--- src/rtl/lock_ctrl.sv ---
// Digital-lock controller: detects debounced button presses, programs a code,
// checks entries against it, enforces a timed lockout, and drives a 2-bit status.
module lock_ctrl #(
  parameter int CODE_LEN       = 4,
  parameter int MAX_TRIES      = 3,
  parameter int LOCKOUT_CYCLES = 100_000_000
) (
  input  logic       clk,
  input  logic       reset,
  input  logic [3:0] digit,
  input  logic       enter,
  input  logic       lock,
  input  logic       clear,
  output logic [1:0] status,
  output logic [2:0] digit_count,
  output logic [3:0] fail_count
);

  localparam int CW = $clog2(LOCKOUT_CYCLES + 1);
  localparam int EW = CODE_LEN * 4;

  typedef enum logic [1:0] {
    ST_INIT     = 2'b00,
    ST_LOCKED   = 2'b01,
    ST_UNLOCKED = 2'b10,
    ST_LOCKOUT  = 2'b11
  } state_t;

  // Buttons are {clear, lock, enter}. The sampled copy and its history both
  // reset to 1 so a button already high at reset release never fires.
  logic [2:0]    btn_s_q, btn_s_d;
  logic [2:0]    btn_prev_q, btn_prev_d;
  logic [3:0]    digit_s_q, digit_s_d;
  state_t        state_q, state_d;
  logic [2:0]    digit_count_q, digit_count_d;
  logic [3:0]    fail_count_q, fail_count_d;
  logic [EW-1:0] code_q, code_d;
  logic [EW-1:0] entry_q, entry_d;
  logic [CW-1:0] lock_cnt_q, lock_cnt_d;

  logic [2:0]    press;
  logic          press_enter, press_lock, press_clear;
  logic          accept, last_digit;
  logic [EW-1:0] entry_full;
  logic [3:0]    fail_inc;

  always_comb begin
    btn_s_d       = {clear, lock, enter};
    btn_prev_d    = btn_s_q;
    digit_s_d     = digit;
    state_d       = state_q;
    digit_count_d = digit_count_q;
    fail_count_d  = fail_count_q;
    code_d        = code_q;
    entry_d       = entry_q;
    lock_cnt_d    = lock_cnt_q;

    press       = btn_s_q & ~btn_prev_q;
    press_enter = press[0];
    press_lock  = press[1];
    press_clear = press[2];
    accept      = press_enter && (digit_s_q <= 4'd9);
    last_digit  = (digit_count_q == 3'(CODE_LEN - 1));
    fail_inc    = (fail_count_q == 4'(MAX_TRIES)) ? fail_count_q : fail_count_q + 4'd1;

    // Entry with the incoming digit merged in, so the final digit is compared
    // in the same cycle it is accepted.
    entry_full = entry_q;
    for (int i = 0; i < CODE_LEN; i++) begin
      if (digit_count_q == 3'(i)) entry_full[i*4 +: 4] = digit_s_q;
    end

    case (state_q)
      ST_INIT: begin
        if (press_clear) begin
          digit_count_d = 3'd0;
        end else if (accept) begin
          entry_d = entry_full;
          if (last_digit) begin
            code_d        = entry_full;
            digit_count_d = 3'd0;
            state_d       = ST_LOCKED;
          end else begin
            digit_count_d = digit_count_q + 3'd1;
          end
        end
      end
      ST_LOCKED: begin
        if (press_clear) begin
          digit_count_d = 3'd0;
        end else if (accept) begin
          entry_d = entry_full;
          if (last_digit) begin
            digit_count_d = 3'd0;
            if (entry_full == code_q) begin
              state_d      = ST_UNLOCKED;
              fail_count_d = 4'd0;
            end else begin
              fail_count_d = fail_inc;
              if (fail_inc == 4'(MAX_TRIES)) begin
                state_d    = ST_LOCKOUT;
                lock_cnt_d = CW'(LOCKOUT_CYCLES - 1);
              end
            end
          end else begin
            digit_count_d = digit_count_q + 3'd1;
          end
        end
      end
      ST_UNLOCKED: begin
        if (press_lock) begin
          state_d = ST_LOCKED;
        end else if (press_clear) begin
          state_d      = ST_INIT;
          code_d       = '0;
          fail_count_d = 4'd0;
        end
      end
      ST_LOCKOUT: begin
        if (lock_cnt_q == '0) begin
          state_d       = ST_LOCKED;
          fail_count_d  = 4'd0;
          digit_count_d = 3'd0;
        end else begin
          lock_cnt_d = lock_cnt_q - CW'(1);
        end
      end
      default: state_d = ST_INIT;
    endcase
  end

  always_ff @(posedge clk) begin
    if (reset) begin
      btn_s_q       <= 3'b111;
      btn_prev_q    <= 3'b111;
      digit_s_q     <= 4'd0;
      state_q       <= ST_INIT;
      digit_count_q <= 3'd0;
      fail_count_q  <= 4'd0;
      code_q        <= '0;
      entry_q       <= '0;
      lock_cnt_q    <= '0;
    end else begin
      btn_s_q       <= btn_s_d;
      btn_prev_q    <= btn_prev_d;
      digit_s_q     <= digit_s_d;
      state_q       <= state_d;
      digit_count_q <= digit_count_d;
      fail_count_q  <= fail_count_d;
      code_q        <= code_d;
      entry_q       <= entry_d;
      lock_cnt_q    <= lock_cnt_d;
    end
  end

  assign status      = state_q;
  assign digit_count = digit_count_q;
  assign fail_count  = fail_count_q;

endmodule
--- config.mk ---
export PLATFORM = sky130hd
export DESIGN_NAME = lock_ctrl
export DESIGN_NICKNAME = d
export VERILOG_FILES = /design/src/rtl/lock_ctrl.sv
export SDC_FILE = /design/constraint.sdc
export NUM_CORES = 1
export LEC_CHECK = 0
export ABC_AREA = 0
export CORE_UTILIZATION = 54
export CTS_BUF_LIST = sky130_fd_sc_hd__clkbuf_4 sky130_fd_sc_hd__clkbuf_8
export DETAILED_ROUTE_END_ITERATION = 8
export PLACE_DENSITY = 0.81
export SYNTH_ARGS = -nofsm -noshare
export SYNTH_HDL_FRONTEND = slang
export SYNTH_SLANG_ARGS = --single-unit
--- constraint.sdc ---
create_clock -name clk -period 3.8 [get_ports clk]
set_input_delay 0.95 -clock clk [delete_from_list [all_inputs] [get_ports clk]]
set_output_delay 0.95 -clock clk [all_outputs]
set_load 0.03 [all_outputs]
==> run summary, run 1 <==
Mapped Cells: 535
Worst-margin pin slew: 869.5 ps
Cell row count: 32
#FFs+latches synth: 78
Worst Min Path Start: btn_prev_d[1]
CTS tree: yes
Post-synth EDFFs: 0
RSZ-0062 raised after global routing: no
Worst reg-to-reg path cell count: 11
Final Max Tran Viols: 0
Cells after DPL: 629
Area grow syn2layout: 10.18%
Count leader, synth: dfxtp_1
First-pass GRT wire length: 16750 um
R2r endpoint: lock_cnt_q[20]
P per Cell Area: 710.2 nW/um^2
GRT Residual Overflow: 0
Fmax: 298.6 MHz
Arr. time, crit path: 3570 ps
GPL Wtd Cong: 0.9060
Worst slew margin: 42.03%
Reg2Reg Setup Slack: 450 ps
Io pins: 18
Synth Cell Area: 4497 um^2
Maximum clock path buffer count: 2
Clk_lat worst skew: 360 ps
Critical path endpoint: lock_cnt_q[20]
Final wirelength: 10150 um
Post-synth top area share: 34.72%
Clock root buffer: clkbuf_8
CTS resizes: 0
Seq/Total Area, Yosys: 34.72%
Tmin final: 3349 ps
Remaining antenna violation count: 0
Outcome: finished clean
Worst Path Required: 4020 ps
H-tree levels: 3
FFs w/ async S/R, synth: 0%
Core footprint: 7888 um^2
Synthesized area per cell: 8.405 um^2
Largest net degree at the start of global routing: 35
DP Worst Slack: 591.2 ps
CTS Sinks: 78
Hold depth: 1
Die Wd: 93.26 um
Vias per cell: 6.082
Worst hold path class: flop to flop
Cts hold-fix bufs: 0
Die Height: 93.26 um
Post-DP HPWL: 6867 um
Die ar.: 8697 um^2
Number of synthesis warnings: 0
Crit path kind: flop to flop
Vias in the first global route: 3662
Inserted Diodes: 0
Top post-synthesis cells by area: dfxtp_1, mux2i_1, nor2_1, a21oi_1, ha_1
Multi-input gate area in the final layout: 2673 um^2
TNS Setup: 0 ps
Worst vdd ir: 459.3 uV
PnR worst setup slack: 451.1 ps
WL/cell: 15.73 um
Reg2reg start: digit_count[0]
Clk slew on worst S/H paths: 80 ps
Post-CTS setup buffer count: 0
Vias: 3923
Most area-hungry cell type in the Yosys netlist: dfxtp_1
Fraction of layout cells with a size suffix above 1: 9.392%
Syn Nets: 556
Filler instances: 669
Final Hold Vio Count: 0
CP Capture Type: flop
Static leakage: 0.001797 uW
Fin crit share: 88.13%
Total GRT Usage: 24.44%
DRC: 0
NumNets Final: 559
Initial Utilization: 57.01%
Setup crit start: digit_count[0]
Non-Filler Instances: 645
DRT iter0 DRCs: 212
Initial antenna violation count: 0
Final Setup Violations: 0
Register Area: 1562 um^2
CP Max Fanout: 10
Clock skew: 9.937 ps
Max-cap violations: 0
Synth top cells by count: dfxtp_1, nor2_1, mux2i_1
Yosys cell types: 72
CTS Buf Count: 9
Worst setup SP type: flop
Ys flop type: dfxtp_1
I/O Buffers: 17
DR pass1 iterations: 5
[power breakdown]
group	total (uW)	internal [uW]	switching [uW]
Sequential	1100	942	158
Clock	785	473	311
Combinational	1630	675	960
Total	3520	2090	1430
[cells by family (layout without fill, tap and decap cells)]
logic type | after synthesis | in the layout | share of synthesized area (%)
fa+ha+maj | 12 | 12 | 3.339
simple gates | 228 | 228 | 27.66
compound gates | 107 | 107 | 17.25
flops | 78 | 78 | 34.72
xor+xnor | 15 | 15 | 2.922
mux | 35 | 35 | 8.097
buf+inv | 60 | 68 | 6.010
[area by class of cell]
class                      instances  area share, %
inverter                          24          1.818
timing repair buffer              28          5.000
clock buffer                      11          3.056
clock inverter                     5          2.096
tap                              102          2.576
sequential                        78          31.52
multi-input combinational        397          53.94
[per-layer routing]
metal | track usage [%] | share of wire, % | vias up
met1 | 31.86 | 46 | 1831
met3 | 5.122 | 5.8 | 17
met2 | 39.46 | 46 | 147
met5 | 0 | 0 | -
li1 | - | - | 1928
met4 | 9.615 | 1.6 | 0
[placed cells by master, fill, tap and decap left out, drive strengths merged, types with 4 or more instances in the layout]
cell type	count
o21ai	12
xor2	6
nand2b	12
a21oi	31
dfxtp	78
or3	9
nor3b	5
a211oi	15
nand2	29
xnor2	9
clkdlybuf4s50	16
nor2b	18
inv	25
or4	6
ha	12
buf	12
and2	5
nor4	14
a2111oi	8
nor2	76
a311oi	7
nand4b	4
mux2i	34
clkbuf	11
or2	9
nor3	22
[registers in the layout, summed over array words and instances, names as in the netlist]
signal and count:
digit_count 3, lock_cnt_q 27, btn_prev_q 3, entry_q 16
btn_prev_d 3, status 2, code_q 16, digit_s_q 4
fail_count 4
[metrics by stage]
stage	utilization (%)	total power [uW]	cell area (um^2)	hold WS, ps
after floorplan	-	2348	4497	408.6
after global placement	59.58	2640	4700	420.0
after detailed placement	59.58	2704	4700	436.7
after CTS	62.82	3501	4955	457.5
after global routing	62.82	3751	4955	487.5
final	62.82	3519	4955	452.6
[worst min path at each step]
stage	end	slack, ps
2_1_floorplan	btn_prev_q[2]	410
3_3_place_gp	btn_prev_q[2]	420
3_5_place_dp	btn_prev_q[2]	440
4_1_cts	btn_prev_q[1]	460
5_1_grt	btn_prev_q[2]	490
6_report	btn_prev_q[1]	450
[worst max-delay path, stage by stage (launching register included)]
cell,delay [ps]
dfxtp_1,430
inv_1,90
ha_1,220
nor2b_1,160
buf_4,190
and3_1,180
nor4_1,470
nor3b_1,250
nand4_1,180
o211ai_1,440
or2_0,440
a2111oi_1,140
Note: power is estimated with default switching activity, not from simulation.
==> inputs of run 2 (changes only) <==
--- a/config.mk
+++ b/config.mk
@@ -13,3 +13,4 @@
 export SYNTH_ARGS = -nofsm -noshare
 export SYNTH_HDL_FRONTEND = slang
 export SYNTH_SLANG_ARGS = --single-unit
+export TNS_END_PERCENT = 30
==> results of run 2 <==
Same layout as run 1: the final DEF is identical, and so are final timing and power.
==> inputs of run 3 (changes only) <==
--- a/config.mk
+++ b/config.mk
@@ -6,10 +6,10 @@
 export NUM_CORES = 1
 export LEC_CHECK = 0
 export ABC_AREA = 0
-export CORE_UTILIZATION = 54
+export CORE_UTILIZATION = 35
 export CTS_BUF_LIST = sky130_fd_sc_hd__clkbuf_4 sky130_fd_sc_hd__clkbuf_8
 export DETAILED_ROUTE_END_ITERATION = 8
-export PLACE_DENSITY = 0.81
+export PLACE_DENSITY = 0.6
 export SYNTH_ARGS = -nofsm -noshare
 export SYNTH_HDL_FRONTEND = slang
 export SYNTH_SLANG_ARGS = --single-unit
==> constraint.sdc (replaced) <==
create_clock -name clk -period 3.4 [get_ports clk]
set_input_delay 0.85 -clock clk [delete_from_list [all_inputs] [get_ports clk]]
set_output_delay 0.85 -clock clk [all_outputs]
set_load 0.03 [all_outputs]
==> run 3 against run 2 <==
Effect of this change:
- power increased by 10%
- critical path type unchanged
- sequential share of layout area is 0.80 points lower
- largest power group unchanged
- non-clock buffer count increased by 6
==> run summary, run 3 (same netlist as run 1, synthesis figures left out) <==
Outcome: finished clean
I/O Buffers: 17 (unchanged)
Inserted Diodes: 0 (unchanged)
Crit path buffers/inverters: 0 (-2)
Io pins: 18 (unchanged)
H-tree levels: 3 (unchanged)
Initial antenna violation count: 0 (unchanged)
Final Setup Violations: 0 (unchanged)
NumNets Final: 565 (+1.1%)
Worst Path Required: 3680 ps (-340 ps)
Remaining antenna violation count: 0 (unchanged)
Area grow syn2layout: 13.05%
Worst reg-to-reg path cell count: 7 (-4)
CP Capture Type: flop
Critical Path Stages: 7 (-4)
Clk_lat worst skew: 380 ps (+20 ps)
Worst setup SP type: flop
Largest net degree at the start of global routing: 32 (-8.6%)
Clock root buffer: clkbuf_8
Die ar.: 13310 um^2 (+53%)
Hold depth: 1 (unchanged)
Initial Utilization: 35.78% (-21 points)
Maximum clock path buffer count: 2 (unchanged)
Cell row count: 41 (+28%)
Vias in the first global route: 3514 (-4.0%)
Crit path kind: flop to flop
CP Max Fanout: 31 (+21)
Commonest non-fill, non-tap cells in the layout: dfxtp_1, nor2_1, mux2i_1
Post-DP HPWL: 7345 um (+7.0%)
Max-cap violations: 0 (unchanged)
Worst-margin pin slew: 777.9 ps (-91.61 ps)
P per Cell Area: 762.5 nW/um^2 (+7.4%)
TNS Setup: 0 ps (unchanged)
Final Max Tran Viols: 0 (unchanged)
GPL Wtd Cong: 0.9082 (+0.24%)
Slowest Stage Delay on Critical Path: 570 ps (+100 ps)
CTS Buf Count: 9 (unchanged)
Arr. time, crit path: 3360 ps (-210 ps)
GRT Residual Overflow: 0 (unchanged)
Core footprint: 12570 um^2 (+59%)
Die Wd: 115.4 um (+24%)
DRC: 0 (unchanged)
Vias per cell: 5.393 (-11%)
Total GRT Usage: 16.86% (-7.6 points)
DR pass1 iterations: 5 (unchanged)
Commonest non-fill, non-tap cell in the layout: dfxtp_1
Die Height: 115.4 um (+24%)
Design Area, Final: 5084 um^2 (+2.6%)
First-pass GRT wire length: 17540 um (+4.7%)
Max reg flops: 27 (unchanged)
WL/cell: 14.60 um (-7.2%)
CTS Sinks: 78 (unchanged)
Final wirelength: 10530 um (+3.8%)
Filler instances: 1271 (+90%)
Fraction of layout cells with a size suffix above 1: 11.11% (+1.7 points)
Clock skew: 12.08 ps (+2.147 ps)
Fmax: 324.5 MHz (+8.7%)
Worst hold path class: flop to flop
Worst path cell trace: o21ai_2, nand3b_2, or3_1, or4b_4, nor2_4, and4b_1, a2111oi_2
Worst vdd ir: 437.6 uV (-4.7%)
Worst slew margin: 47.66% (+5.6 points)
Family with the most delay on the worst path: simple AND/OR/NAND/NOR gates
Final Hold Vio Count: 0 (unchanged)
Overall Power: 3876 uW (+10%)
RSZ-0062 raised after global routing: no
DRT iter0 DRCs: 208 (-1.9%)
Static leakage: 0.001817 uW (+1.1%)
Cts hold-fix bufs: 0 (unchanged)
Fin crit share: 90.64% (+2.5 points)
Vias: 3888 (-0.89%)
Tmin final: 3082 ps (-267.2 ps)
Placed Instance Area: 4825 um^2 (+2.7%)
Clk slew on worst S/H paths: 90 ps (about the same)
Top reg by flops: lock_cnt_q
CTS tree: yes
Crit-path slowest cell: or4b_4
Regs by FF count: lock_cnt_q x27, code_q x16, entry_q x16
run 3: cell types whose count changed in the layout (fill, tap and decap cells not counted), sizes merged:
cell      delta
clkbuf       -1
bufinv       -1
clkinvlp     +1
buf          +6
clkinv       +1
run 3: final timing paths:
| path | start | endpoint | slack, ps |
|---|---|---|---|
| setup reg to reg | digit_s_q[2] | lock_cnt_q[15] | 320 |
| hold reg to reg | btn_prev_d[2] | btn_prev_q[2] | 450 |
| hold / removal | btn_prev_d[2] | btn_prev_q[2] | 450 |
| setup / recovery | digit_s_q[2] | lock_cnt_q[15] | 320 |
run 3: power breakdown:
group | leakage [uW] | internal, uW | total [uW] | switching [uW]
Sequential | 0.000634 | 1050 | 1220 | 165
Combinational | 0.00107 | 779 | 1850 | 1080
Clock | 0.000113 | 438 | 804 | 366
run 3: worst reg2reg max path: stages (launching register included):
cell and delay, ps:
dfxtp_1 450, o21ai_2 220, nand3b_2 150, or3_1 460, or4b_4 570, nor2_4 530, and4b_1 290, a2111oi_2 320
run 3: metrics by stage:
| stage | hold slack, ps | util, % | setup slack, ps | instances |
|---|---|---|---|---|
| final | 445.6 | 40.45 | 318.3 | 721 |
| after global routing | 461.1 | 40.45 | 16.76 | 721 |
| after CTS | 450.1 | 40.23 | 40.36 | 720 |
| after detailed placement | 426.8 | 38.39 | 80.08 | 704 |
| after global placement | 418.1 | 38.39 | 267.4 | 704 |
| after floorplan | 408.6 | - | 478.8 | 535 |
run 3: timing repair:
| action | 4_1_cts | 5_1_grt |
|---|---|---|
| buffers inserted | 0 | 1 |
| endpoints found under the setup margin | 0 | 8 |
| gates resized for setup | 0 | 5 |
run 3: per-layer routing:
layer  vias up  global-route usage [%]  share of wire (%)
li1       1944                       -                  -
met1      1867                   21.28                 46
met2        63                   27.94                 49
met3        14                   3.954                3.3
met4         0                   6.061                1.5
met5         -                       0                  0
run 3: final cells by class:
cell class / instances / area [um^2] / share of cell area (%)
sequential: 78 / 1562 / 30.72
timing repair buffer: 34 / 296.5 / 5.833
clock buffer: 10 / 137.6 / 2.707
clock inverter: 6 / 93.84 / 1.846
multi-input combinational: 397 / 2689 / 52.89
inverter: 24 / 90.09 / 1.772
tap: 172 / 215.2 / 4.233
